--- src/rtl/spi_slave_if.sv ---
// Bundle of parallel-side and serial-side signals of the SPI slave.
// The slave modport is the block's view; master is the view of whoever
// drives the serial lines and consumes the received words.
interface spi_slave_if #(
  parameter int reg_width     = 8,
  parameter int counter_width = $clog2(reg_width)
);
  logic [counter_width:0] t_size;
  logic [reg_width-1:0]   tx_data;
  logic                   tx_load;
  logic                   spi_clk;
  logic                   cs;
  logic                   mosi;
  logic                   miso;
  logic [reg_width-1:0]   rx_data;
  logic                   rx_valid;
  logic                   busy;
  logic                   frame_err;

  modport slave (
    input  t_size, tx_data, tx_load, spi_clk, cs, mosi,
    output miso, rx_data, rx_valid, busy, frame_err
  );

  modport master (
    output t_size, tx_data, tx_load, spi_clk, cs, mosi,
    input  miso, rx_data, rx_valid, busy, frame_err
  );
endinterface

--- src/rtl/spi_slave.sv ---
// SPI mode-0 slave, MSB first, cs active-low, fully in the sys_clk domain.
// spi_clk/cs/mosi are oversampled; frames of 1..reg_width bits are
// deserialised into rx_data and a preloaded word is shifted out on miso.
module spi_slave #(
  parameter int reg_width     = 8,
  parameter int counter_width = $clog2(reg_width)
) (
  input  logic       sys_clk,
  input  logic       rst,
  spi_slave_if.slave bus
);

  localparam logic [0:0] ST_IDLE   = 1'b0;
  localparam logic [0:0] ST_ACTIVE = 1'b1;

  localparam logic [counter_width:0] cnt_zero = '0;
  localparam logic [counter_width:0] cnt_one  = (counter_width + 1)'(1);
  localparam logic [counter_width:0] n_max    = (counter_width + 1)'(reg_width);
  localparam logic [reg_width-1:0]   lsb_one  = reg_width'(1);

  // Synchronizer chains; stage 3 exists only for edge detection.
  logic sclk_s1_q, sclk_s2_q, sclk_s3_q;
  logic cs_s1_q,   cs_s2_q,   cs_s3_q;
  logic mosi_s1_q, mosi_s2_q;
  logic [2:0] sync_ok_q;

  logic sclk_rise, sclk_fall, cs_fall, cs_rise;

  logic [0:0]             state_q, state_d;
  logic [counter_width:0] cnt_q, cnt_d;
  logic [counter_width:0] n_q, n_d;
  logic [counter_width:0] n_new;
  logic [counter_width:0] cnt_inc;
  logic [reg_width-1:0]   tx_buf_q, tx_buf_d;
  logic [reg_width-1:0]   tx_sh_q, tx_sh_d;
  logic [reg_width-2:0]   rx_sh_q, rx_sh_d;
  logic [reg_width-1:0]   rx_next;
  logic [reg_width-1:0]   rx_data_q, rx_data_d;
  logic                   miso_q, miso_d;
  logic                   rx_valid_q, rx_valid_d;
  logic                   frame_err_q, frame_err_d;
  logic                   start_frame;
  logic                   go_idle;

  // Selects bit idx of v without an index-width mismatch.
  function automatic logic bit_at(input logic [reg_width-1:0] v,
                                  input logic [counter_width:0] idx);
    return |((v >> idx) & lsb_one);
  endfunction

  // Input synchronizers. Reset loads the idle bus levels; sync_ok_q keeps
  // edge detection off until stage 3 holds a real sample, so a cs that is
  // already low when reset releases does not look like a falling edge.
  always_ff @(posedge sys_clk) begin
    // NOTE: sequential state is updated with <= only, so every flop samples
    // the pre-edge value of its neighbours and the chain shifts by one stage.
    if (rst) begin
      sclk_s1_q <= 1'b0;
      sclk_s2_q <= 1'b0;
      sclk_s3_q <= 1'b0;
      cs_s1_q   <= 1'b1;
      cs_s2_q   <= 1'b1;
      cs_s3_q   <= 1'b1;
      mosi_s1_q <= 1'b0;
      mosi_s2_q <= 1'b0;
      sync_ok_q <= '0;
    end else begin
      sclk_s1_q <= bus.spi_clk;
      sclk_s2_q <= sclk_s1_q;
      sclk_s3_q <= sclk_s2_q;
      cs_s1_q   <= bus.cs;
      cs_s2_q   <= cs_s1_q;
      cs_s3_q   <= cs_s2_q;
      mosi_s1_q <= bus.mosi;
      mosi_s2_q <= mosi_s1_q;
      sync_ok_q <= {sync_ok_q[1:0], 1'b1};
    end
  end

  // Edge detection on the synchronized lines; mosi_s2_q is the same stage
  // as sclk_s2_q, so it is the data bit belonging to a detected rise.
  always_comb begin
    sclk_rise = sync_ok_q[2] &  sclk_s2_q & ~sclk_s3_q;
    sclk_fall = sync_ok_q[2] & ~sclk_s2_q &  sclk_s3_q;
    cs_fall   = sync_ok_q[2] & ~cs_s2_q   &  cs_s3_q;
    cs_rise   = sync_ok_q[2] &  cs_s2_q   & ~cs_s3_q;
  end

  // Effective frame length and shift helpers.
  always_comb begin
    n_new   = ((bus.t_size == cnt_zero) || (bus.t_size > n_max)) ? n_max : bus.t_size;
    cnt_inc = cnt_q + cnt_one;
    rx_next = {rx_sh_q, mosi_s2_q};
  end

  // Next-state logic for the frame state machine and its datapath.
  always_comb begin
    // NOTE: every _d gets a default before the case, so no path can leave a
    // variable unassigned and infer a latch.
    state_d     = state_q;
    cnt_d       = cnt_q;
    n_d         = n_q;
    tx_sh_d     = tx_sh_q;
    rx_sh_d     = rx_sh_q;
    miso_d      = miso_q;
    rx_data_d   = rx_data_q;
    rx_valid_d  = 1'b0;
    frame_err_d = 1'b0;
    start_frame = 1'b0;
    go_idle     = 1'b0;
    tx_buf_d    = bus.tx_load ? bus.tx_data : tx_buf_q;

    case (state_q)
      ST_IDLE: begin
        miso_d = 1'b0;
        if (cs_fall) begin
          start_frame = 1'b1;
        end
      end
      ST_ACTIVE: begin
        if (sclk_rise && (cnt_inc == n_q)) begin
          // Completing bit wins over a simultaneous cs rise.
          rx_data_d  = rx_next;
          rx_valid_d = 1'b1;
          if (cs_rise) begin
            go_idle = 1'b1;
          end else begin
            start_frame = 1'b1;
          end
        end else if (cs_rise) begin
          frame_err_d = (cnt_q != cnt_zero);
          go_idle     = 1'b1;
        end else if (sclk_rise) begin
          rx_sh_d = rx_next[reg_width-2:0];
          cnt_d   = cnt_inc;
        end else if (sclk_fall && (cnt_q < n_q)) begin
          miso_d = bit_at(tx_sh_q, n_q - cnt_q - cnt_one);
        end
      end
      default: begin
        go_idle = 1'b1;
      end
    endcase

    if (go_idle) begin
      state_d = ST_IDLE;
      cnt_d   = cnt_zero;
      miso_d  = 1'b0;
    end

    // A new frame snapshots tx_buf and t_size and presents its MSB at once,
    // ready for the master's first rising edge.
    if (start_frame) begin
      state_d = ST_ACTIVE;
      cnt_d   = cnt_zero;
      n_d     = n_new;
      tx_sh_d = tx_buf_q;
      rx_sh_d = '0;
      miso_d  = bit_at(tx_buf_q, n_new - cnt_one);
    end
  end

  // State and datapath registers; reset abandons any frame silently.
  always_ff @(posedge sys_clk) begin
    if (rst) begin
      state_q     <= ST_IDLE;
      cnt_q       <= cnt_zero;
      n_q         <= n_max;
      tx_buf_q    <= '0;
      tx_sh_q     <= '0;
      rx_sh_q     <= '0;
      rx_data_q   <= '0;
      miso_q      <= 1'b0;
      rx_valid_q  <= 1'b0;
      frame_err_q <= 1'b0;
    end else begin
      state_q     <= state_d;
      cnt_q       <= cnt_d;
      n_q         <= n_d;
      tx_buf_q    <= tx_buf_d;
      tx_sh_q     <= tx_sh_d;
      rx_sh_q     <= rx_sh_d;
      rx_data_q   <= rx_data_d;
      miso_q      <= miso_d;
      rx_valid_q  <= rx_valid_d;
      frame_err_q <= frame_err_d;
    end
  end

  assign bus.miso      = miso_q;
  assign bus.rx_data   = rx_data_q;
  assign bus.rx_valid  = rx_valid_q;
  assign bus.frame_err = frame_err_q;
  assign bus.busy      = (state_q == ST_ACTIVE);

endmodule

--- src/flat_wrapper.sv ---
// flat-port wrapper written by rule: the top's interface ports become plain ports
module spi_slave_flat 
#(
  parameter int reg_width     = 8,
  parameter int counter_width = $clog2(reg_width)
)
  (sys_clk, rst, bus_t_size, bus_tx_data, bus_tx_load, bus_spi_clk, bus_cs, bus_mosi, bus_miso, bus_rx_data, bus_rx_valid, bus_busy, bus_frame_err);
  spi_slave_if #(.reg_width(reg_width), .counter_width(counter_width)) bus_i ();
  input  logic sys_clk;
  input  logic rst;
  input wire logic [$bits(bus_i.t_size)-1:0] bus_t_size;
  input wire logic [$bits(bus_i.tx_data)-1:0] bus_tx_data;
  input wire logic [$bits(bus_i.tx_load)-1:0] bus_tx_load;
  input wire logic [$bits(bus_i.spi_clk)-1:0] bus_spi_clk;
  input wire logic [$bits(bus_i.cs)-1:0] bus_cs;
  input wire logic [$bits(bus_i.mosi)-1:0] bus_mosi;
  output wire logic [$bits(bus_i.miso)-1:0] bus_miso;
  output wire logic [$bits(bus_i.rx_data)-1:0] bus_rx_data;
  output wire logic [$bits(bus_i.rx_valid)-1:0] bus_rx_valid;
  output wire logic [$bits(bus_i.busy)-1:0] bus_busy;
  output wire logic [$bits(bus_i.frame_err)-1:0] bus_frame_err;
  assign bus_i.t_size = bus_t_size;
  assign bus_i.tx_data = bus_tx_data;
  assign bus_i.tx_load = bus_tx_load;
  assign bus_i.spi_clk = bus_spi_clk;
  assign bus_i.cs = bus_cs;
  assign bus_i.mosi = bus_mosi;
  assign bus_miso = bus_i.miso;
  assign bus_rx_data = bus_i.rx_data;
  assign bus_rx_valid = bus_i.rx_valid;
  assign bus_busy = bus_i.busy;
  assign bus_frame_err = bus_i.frame_err;
  spi_slave #(.reg_width(reg_width), .counter_width(counter_width)) u_core (.sys_clk(sys_clk), .rst(rst), .bus(bus_i));
endmodule
--- config.mk ---
export PLATFORM = sky130hd
export DESIGN_NAME = spi_slave_flat
export DESIGN_NICKNAME = d
export VERILOG_FILES = /design/src/rtl/spi_slave_if.sv /design/src/rtl/spi_slave.sv /design/src/flat_wrapper.sv
export SDC_FILE = /design/constraint.sdc
export NUM_CORES = 1
export LEC_CHECK = 0
export BUFFER_PORTS_ARGS = -buffer_cell sky130_fd_sc_hd__buf_2
export CAP_MARGIN = 20
export CORE_MARGIN = 4
export CORE_UTILIZATION = 40
export CTS_BUF_LIST = sky130_fd_sc_hd__clkbuf_4
export DETAILED_ROUTE_END_ITERATION = 12
export REMOVE_ABC_BUFFERS = 1
export SYNTH_ARGS = -nofsm -noshare
export SYNTH_HDL_FRONTEND = slang
export SYNTH_SLANG_ARGS = --single-unit
export TNS_END_PERCENT = 50
--- constraint.sdc ---
create_clock -name sys_clk -period 2.75 [get_ports sys_clk]
set_input_delay 0.1375 -clock sys_clk [delete_from_list [all_inputs] [get_ports sys_clk]]
set_output_delay 0.1375 -clock sys_clk [all_outputs]
set_load 0.005 [all_outputs]
==> results of run 1 <==
[registers in the layout (all words and copies together) (netlist names), 3 cells and up]
name and count:
u_core.bus.rx_data 8, u_core.cnt_q 4, u_core.n_q 4, u_core.rx_sh_q 7, u_core.sync_ok_q 3, u_core.tx_buf_q 8, u_core.tx_sh_q 8
[worst max-delay path by stage]
| stage | cells past startpoint | end | start | slack [ns] |
|---|---|---|---|---|
| after floorplan | 7 | u_core.rx_sh_q[0] | u_core.cnt_q[1] | -0.25 |
| after global placement | 8 | u_core.rx_sh_q[5] | u_core.cnt_q[1] | 0.18 |
| after detailed placement | 8 | u_core.rx_sh_q[0] | u_core.cnt_q[1] | 0.10 |
| after CTS | 8 | u_core.rx_sh_q[0] | u_core.cnt_q[1] | 0.08 |
| after global routing | 8 | u_core.n_q[3] | u_core.cnt_q[0] | 0.02 |
| final | 8 | u_core.n_q[3] | u_core.cnt_q[0] | 0.14 |
[per-layer routing]
layer	GRT usage	vias to the layer above	share of wire	routed length, microns
met3	0.0375	9	0.054	274
met5	0	-	0	0
met4	0.0619	0	0.021	106
met1	0.210	869	0.46	2340
met2	0.240	46	0.46	2310
li1	-	940	-	-
[worst register-to-register path: stages (launching register included)]
cell and delay, ns:
dfxtp_1 0.39, inv_1 0.11, ha_1 0.34, xor2_1 0.16, or4b_4 0.50, or4_1 0.50
buf_4 0.21, a211oi_2 0.23, o21ai_1 0.07
[synth_stat cells, drive strengths merged (3+ instances only)]
library cell  count
nor2             29
or2               3
nand2             6
a21oi            16
mux4              4
buf               4
xnor2             8
nand2b            4
clkbuf            9
nand3            13
inv               8
nor3              4
dfxtp            54
nor2b             9
o21ai            12
ha               10
mux2i            25
[final cells by class]
cell class / instances / area (sq um)
clock buffer: 7 / 52.6
sequential: 54 / 1080
timing repair buffer: 47 / 308
fill: 597 / 3040
tap: 75 / 93.8
multi-input combinational: 170 / 1250
inverter: 8 / 30.0
clock inverter: 1 / 30.0
[power by group]
group	total [mW]	internal, mW	switching (mW)	leakage (nW)
logic	0.0839	0.0467	0.0372	0.753
clock network	0.450	0.213	0.237	0.0463
registers	0.808	0.797	0.0107	0.439
[cells by family after synthesis]
group                    count (synthesis)  share of synthesized area
XOR/XNOR                                10                     0.0363
AND/OR/NAND/NOR                         82                      0.183
multiplexers                            30                      0.146
adder cells (fa/ha/maj)                 11                     0.0602
flip-flops                              54                      0.448
buffers and inverters                   21                     0.0363
AO/OA/AOI/OAI                           37                     0.0908
[timing repair]
item	4_1_cts	5_1_grt
gates resized for setup	0	2
hold buffers	11	0
setup endpoints to repair	0	8
endpoints found under the hold margin	11	0
[metrics by stage]
stage | instances | setup WS [ns]
2_1_floorplan | 232 | -0.248
3_3_place_gp | 343 | 0.184
3_5_place_dp | 343 | 0.104
4_1_cts | 362 | 0.0826
5_1_grt | 362 | 0.0231
6_report | 362 | 0.141
==> impl_metrics.env, run 1 <==
export IMPL_critPathLaunchType="register"
export IMPL_avgSynthCellArea_sq_um=9.85
export IMPL_finish_utilization=0.484
export IMPL_yosysTopAreaCell="dfxtp_1"
export IMPL_gr_total_overflow=0
export IMPL_worstReg2RegEnd="u_core.n_q[3]"
export IMPL_path_buf_inv=2
export IMPL_areaGrowthSynthToFinish_pct=18.2
export IMPL_finalSetupViolCount=0
export IMPL_cts_htree_levels=2
export IMPL_antenna_found_initial=0
export IMPL_fin_tns_setup_ns=0
export IMPL_grt_pass1_vias=1881
export IMPL_hold_depth=3
export IMPL_drive_gt1_frac=0.206
export IMPL_reg2reg_from="u_core.cnt_q[0]"
export IMPL_crit_chain="inv_1 -> ha_1 -> xor2_1 -> or4b_4 -> or4_1 -> buf_4 -> a211oi_2 -> o21ai_1"
export IMPL_critPathRequiredTime_ns=3.02
export IMPL_fp_dieH_microns=85.7
export IMPL_synth_area_leaders="dfxtp_1 (45%), mux2i_1 (10%), ha_1 (5.2%), nor2_1 (4.5%), mux4_2 (3.7%)"
export IMPL_mostFrequentLayoutCell="dfxtp_1"
export IMPL_totalWireLength_mm=5.03
export IMPL_syn_area_sq_mm=0.00241
export IMPL_maxCapViolations=0
export IMPL_synth_edff_count=0
export IMPL_synth_cells=245
export IMPL_ys_seq_area_frac=0.448
export IMPL_post_route_period_util=0.949
export IMPL_tightest_slew_ns=0.453
export IMPL_clock_path_buffers=2
export IMPL_fin_area_sq_mm=0.00285
export IMPL_hpwl_mm=3.62
export IMPL_io_buffers=29
export IMPL_power_density_mw_per_mm2=471
export IMPL_firstDrtPassIters=4
export IMPL_ys_ff_latch=54
export IMPL_cts_buffers=5
export IMPL_core_area_sq_mm=0.00589
export IMPL_grt_usage=0.156
export IMPL_min_path_type="in -> reg"
export IMPL_slew_headroom=0.694
export IMPL_hold_viol_final=0
export IMPL_clock_latency_ns=0.37
export IMPL_endpoint_kind="register"
export IMPL_synth_top_cell_area_share=0.448
export IMPL_hold_end="u_core.n_q[3]"
export IMPL_ys_types=42
export IMPL_crit_family="simple AND/OR/NAND/NOR gates"
export IMPL_grt_pass1_wl_mm=9.12
export IMPL_cts_root_buffer="clkbuf_4"
export IMPL_placed_area_sq_mm=0.00265
export IMPL_start_util=0.410
export IMPL_p_leak_nw=1.24
export IMPL_num_rows=28
export IMPL_vias=1864
export IMPL_clk_pin_slew_ns=0.15
export IMPL_cts_setup_buffers=0
export IMPL_clock_sinks=54
export IMPL_place_congestion=0.879
export IMPL_drtIter0Drc=110
export IMPL_rr_worst_depth=8
export IMPL_final_nets=315
export IMPL_die_area_sq_mm=0.00734
export IMPL_slowest_stage="or4b_4"
export IMPL_rsz0062_at_grt="no"
export IMPL_antenna_left=0
export IMPL_pin_count=30
export IMPL_power_total_mw=1.34
export IMPL_critPathKind="reg -> reg"
export IMPL_fin_hold_ws_ns=0.0361
export IMPL_status="finished clean"
export IMPL_ir_drop_mv=0.253
export IMPL_cp_slowest_stage_delay_ns=0.50
export IMPL_path_max_fanout=16
export IMPL_rrSetupSlack_ns=0.14
export IMPL_finalClockSkew_ns=0.00628
export IMPL_die_x_microns=85.7
export IMPL_ys_flop_type="dfxtp_1"
export IMPL_tritoncts="done"
export IMPL_drc=0
export IMPL_final_max_slew_viol_count=0
export IMPL_final_cell_mix="dfxtp_1 (53), nor2_1 (29), buf_2 (29)"
export IMPL_yosysWarnings=0
export IMPL_num_antenna_cells=0
export IMPL_fmax_mhz=383
export IMPL_synthArstFlopShare=0
export IMPL_grt_max_degree=41
export IMPL_period_needed_ns=2.61
export IMPL_vias_per_cell=5.15
export IMPL_wl_per_cell_microns=13.9
export IMPL_hold_start="bus_t_size[3]"
export IMPL_cp_arrival_ns=2.88
(Power assumes the default switching activity.)
==> run 2: changes to the inputs <==
--- a/config.mk
+++ b/config.mk
@@ -6,11 +6,12 @@
 export NUM_CORES = 1
 export LEC_CHECK = 0
 export BUFFER_PORTS_ARGS = -buffer_cell sky130_fd_sc_hd__buf_2
-export CAP_MARGIN = 20
+export CAP_MARGIN = 30
 export CORE_MARGIN = 4
 export CORE_UTILIZATION = 40
 export CTS_BUF_LIST = sky130_fd_sc_hd__clkbuf_4
 export DETAILED_ROUTE_END_ITERATION = 12
+export GPL_TIMING_DRIVEN = 0
 export REMOVE_ABC_BUFFERS = 1
 export SYNTH_ARGS = -nofsm -noshare
 export SYNTH_HDL_FRONTEND = slang
==> constraint.sdc (replaced) <==
create_clock -name sys_clk -period 2.75 [get_ports sys_clk]
set_input_delay 0.55 -clock sys_clk [delete_from_list [all_inputs] [get_ports sys_clk]]
set_output_delay 0.55 -clock sys_clk [all_outputs]
set_load 0.005 [all_outputs]
==> run 2 against run 1 <==
Register-to-register slack got worse by 0.03 ns. Non-clock buffer count fell by 15. Wire length fell by 5.6%. Sequential cell count did not move. Critical path type unchanged. Highest routed layer unchanged.
==> impl_metrics.env, run 2 (synthesis results as in run 1) <==
export IMPL_mostFrequentLayoutCell="dfxtp_1"
export IMPL_rr_worst_depth=7
export IMPL_cts_setup_buffers=0
export IMPL_clock_sinks=54
export IMPL_final_nets=300
export IMPL_drc=0
export IMPL_num_rows=28
export IMPL_rsz0062_at_grt="no"
export IMPL_path_max_fanout=16
export IMPL_antenna_found_initial=0
export IMPL_gr_total_overflow=0
export IMPL_firstDrtPassIters=4
export IMPL_critPathLaunchType="register"
export IMPL_core_area_sq_mm=0.00589
export IMPL_clock_path_buffers=2
export IMPL_totalWireLength_mm=4.75
export IMPL_areaGrowthSynthToFinish_pct=12.6
export IMPL_endpoint_kind="register"
export IMPL_num_antenna_cells=0
export IMPL_fp_dieH_microns=85.7
export IMPL_clk_pin_slew_ns=0.15
export IMPL_ir_drop_mv=0.194
export IMPL_post_route_period_util=0.958
export IMPL_tritoncts="done"
export IMPL_hold_viol_final=0
export IMPL_cts_root_buffer="clkbuf_4"
export IMPL_finalClockSkew_ns=0.00926
export IMPL_die_area_sq_mm=0.00734
export IMPL_finalSetupViolCount=0
export IMPL_vias=1779
export IMPL_maxCapViolations=0
export IMPL_fin_hold_ws_ns=0.352
export IMPL_final_max_slew_viol_count=0
export IMPL_fin_area_sq_mm=0.00272
export IMPL_drtIter0Drc=77
export IMPL_slew_headroom=0.473
export IMPL_critPathKind="reg -> reg"
export IMPL_finish_utilization=0.461
export IMPL_placed_area_sq_mm=0.00263
export IMPL_grt_max_degree=42
export IMPL_start_util=0.410
export IMPL_fmax_mhz=380
export IMPL_hpwl_mm=3.46
export IMPL_critPathRequiredTime_ns=2.98
export IMPL_tightest_slew_ns=0.787
export IMPL_grt_pass1_wl_mm=8.02
export IMPL_final_cell_mix="dfxtp_1 (53), nor2_1 (29), buf_2 (29)"
export IMPL_antenna_left=0
export IMPL_min_path_type="in -> reg"
export IMPL_hold_depth=2
export IMPL_status="finished clean"
export IMPL_die_x_microns=85.7
export IMPL_cts_htree_levels=2
export IMPL_p_leak_nw=1.16
export IMPL_grt_usage=0.135
export IMPL_cp_arrival_ns=2.86
export IMPL_wl_per_cell_microns=13.7
export IMPL_vias_per_cell=5.13
export IMPL_period_needed_ns=2.63
export IMPL_io_buffers=29
export IMPL_fin_tns_setup_ns=0
export IMPL_power_density_mw_per_mm2=449
export IMPL_grt_pass1_vias=1675
export IMPL_drive_gt1_frac=0.206
export IMPL_place_congestion=0.851
export IMPL_pin_count=30
export IMPL_clock_latency_ns=0.36
export IMPL_cts_buffers=5
-- run 2: changes by cell type in the layout (fill, tap and decap cells not counted), moves of 2 or more --
cell           previous run  this run
buf_4                     7         3
clkbuf_4                  7         5
clkinv_1                  0         2
dlygate4sd3_1            11         0
-- run 2: layout make-up --
cell class | instances | area (sq um)
well taps | 75 | 93.8
multi-input cells | 170 | 1290
clock inverters | 3 | 16.3
fillers | 564 | 3170
inverters | 8 | 30.0
clock buffers | 5 | 37.5
repair buffers | 32 | 168
flip-flops and latches | 54 | 1080
-- run 2: timing repair --
action,in CTS,in global routing
hold buffers,0,0
resized for setup,2,3
endpoints found under the setup margin,24,15
-- run 2: worst max-delay path, stage by stage (launching register included) --
cell and delay [ns]:
dfxtp_1 0.38, inv_1 0.11, ha_1 0.33, xor2_1 0.16, or4b_4 0.54, or4_4 0.66, a21oi_1 0.23, a311oi_1 0.07
-- run 2: power by group --
group / switching, mW / internal [mW]
clock: 0.242 / 0.0964
combinational: 0.0362 / 0.0357
sequential: 0.0107 / 0.797
total: 0.289 / 0.930
-- run 2: metal layers --
metal,global-route usage,wire (microns)
met1,0.189,2370
met2,0.205,2160
met3,0.0317,159
met4,0.0432,66
met5,0,0
-- run 2: per-stage QoR --
step / instances / total power, mW / setup slack, ns
after CTS: 347 / 1.23 / 0.0497
after floorplan: 232 / 0.861 / -0.248
final: 347 / 1.22 / 0.115
after detailed placement: 339 / 0.897 / -0.158
after global placement: 336 / 0.895 / -0.686
after global routing: 347 / 1.27 / 0.0168
-- run 2: path summary, 6_finish.rpt --
path / from / end / slack (ns)
setup / recovery: u_core.cnt_q[0] / u_core.bus.miso / 0.12
hold / removal: bus_cs / u_core.cs_s1_q / 0.35
setup reg to reg: u_core.cnt_q[0] / u_core.bus.miso / 0.12
hold reg to reg: u_core.cs_s1_q / u_core.cs_s2_q / 0.44
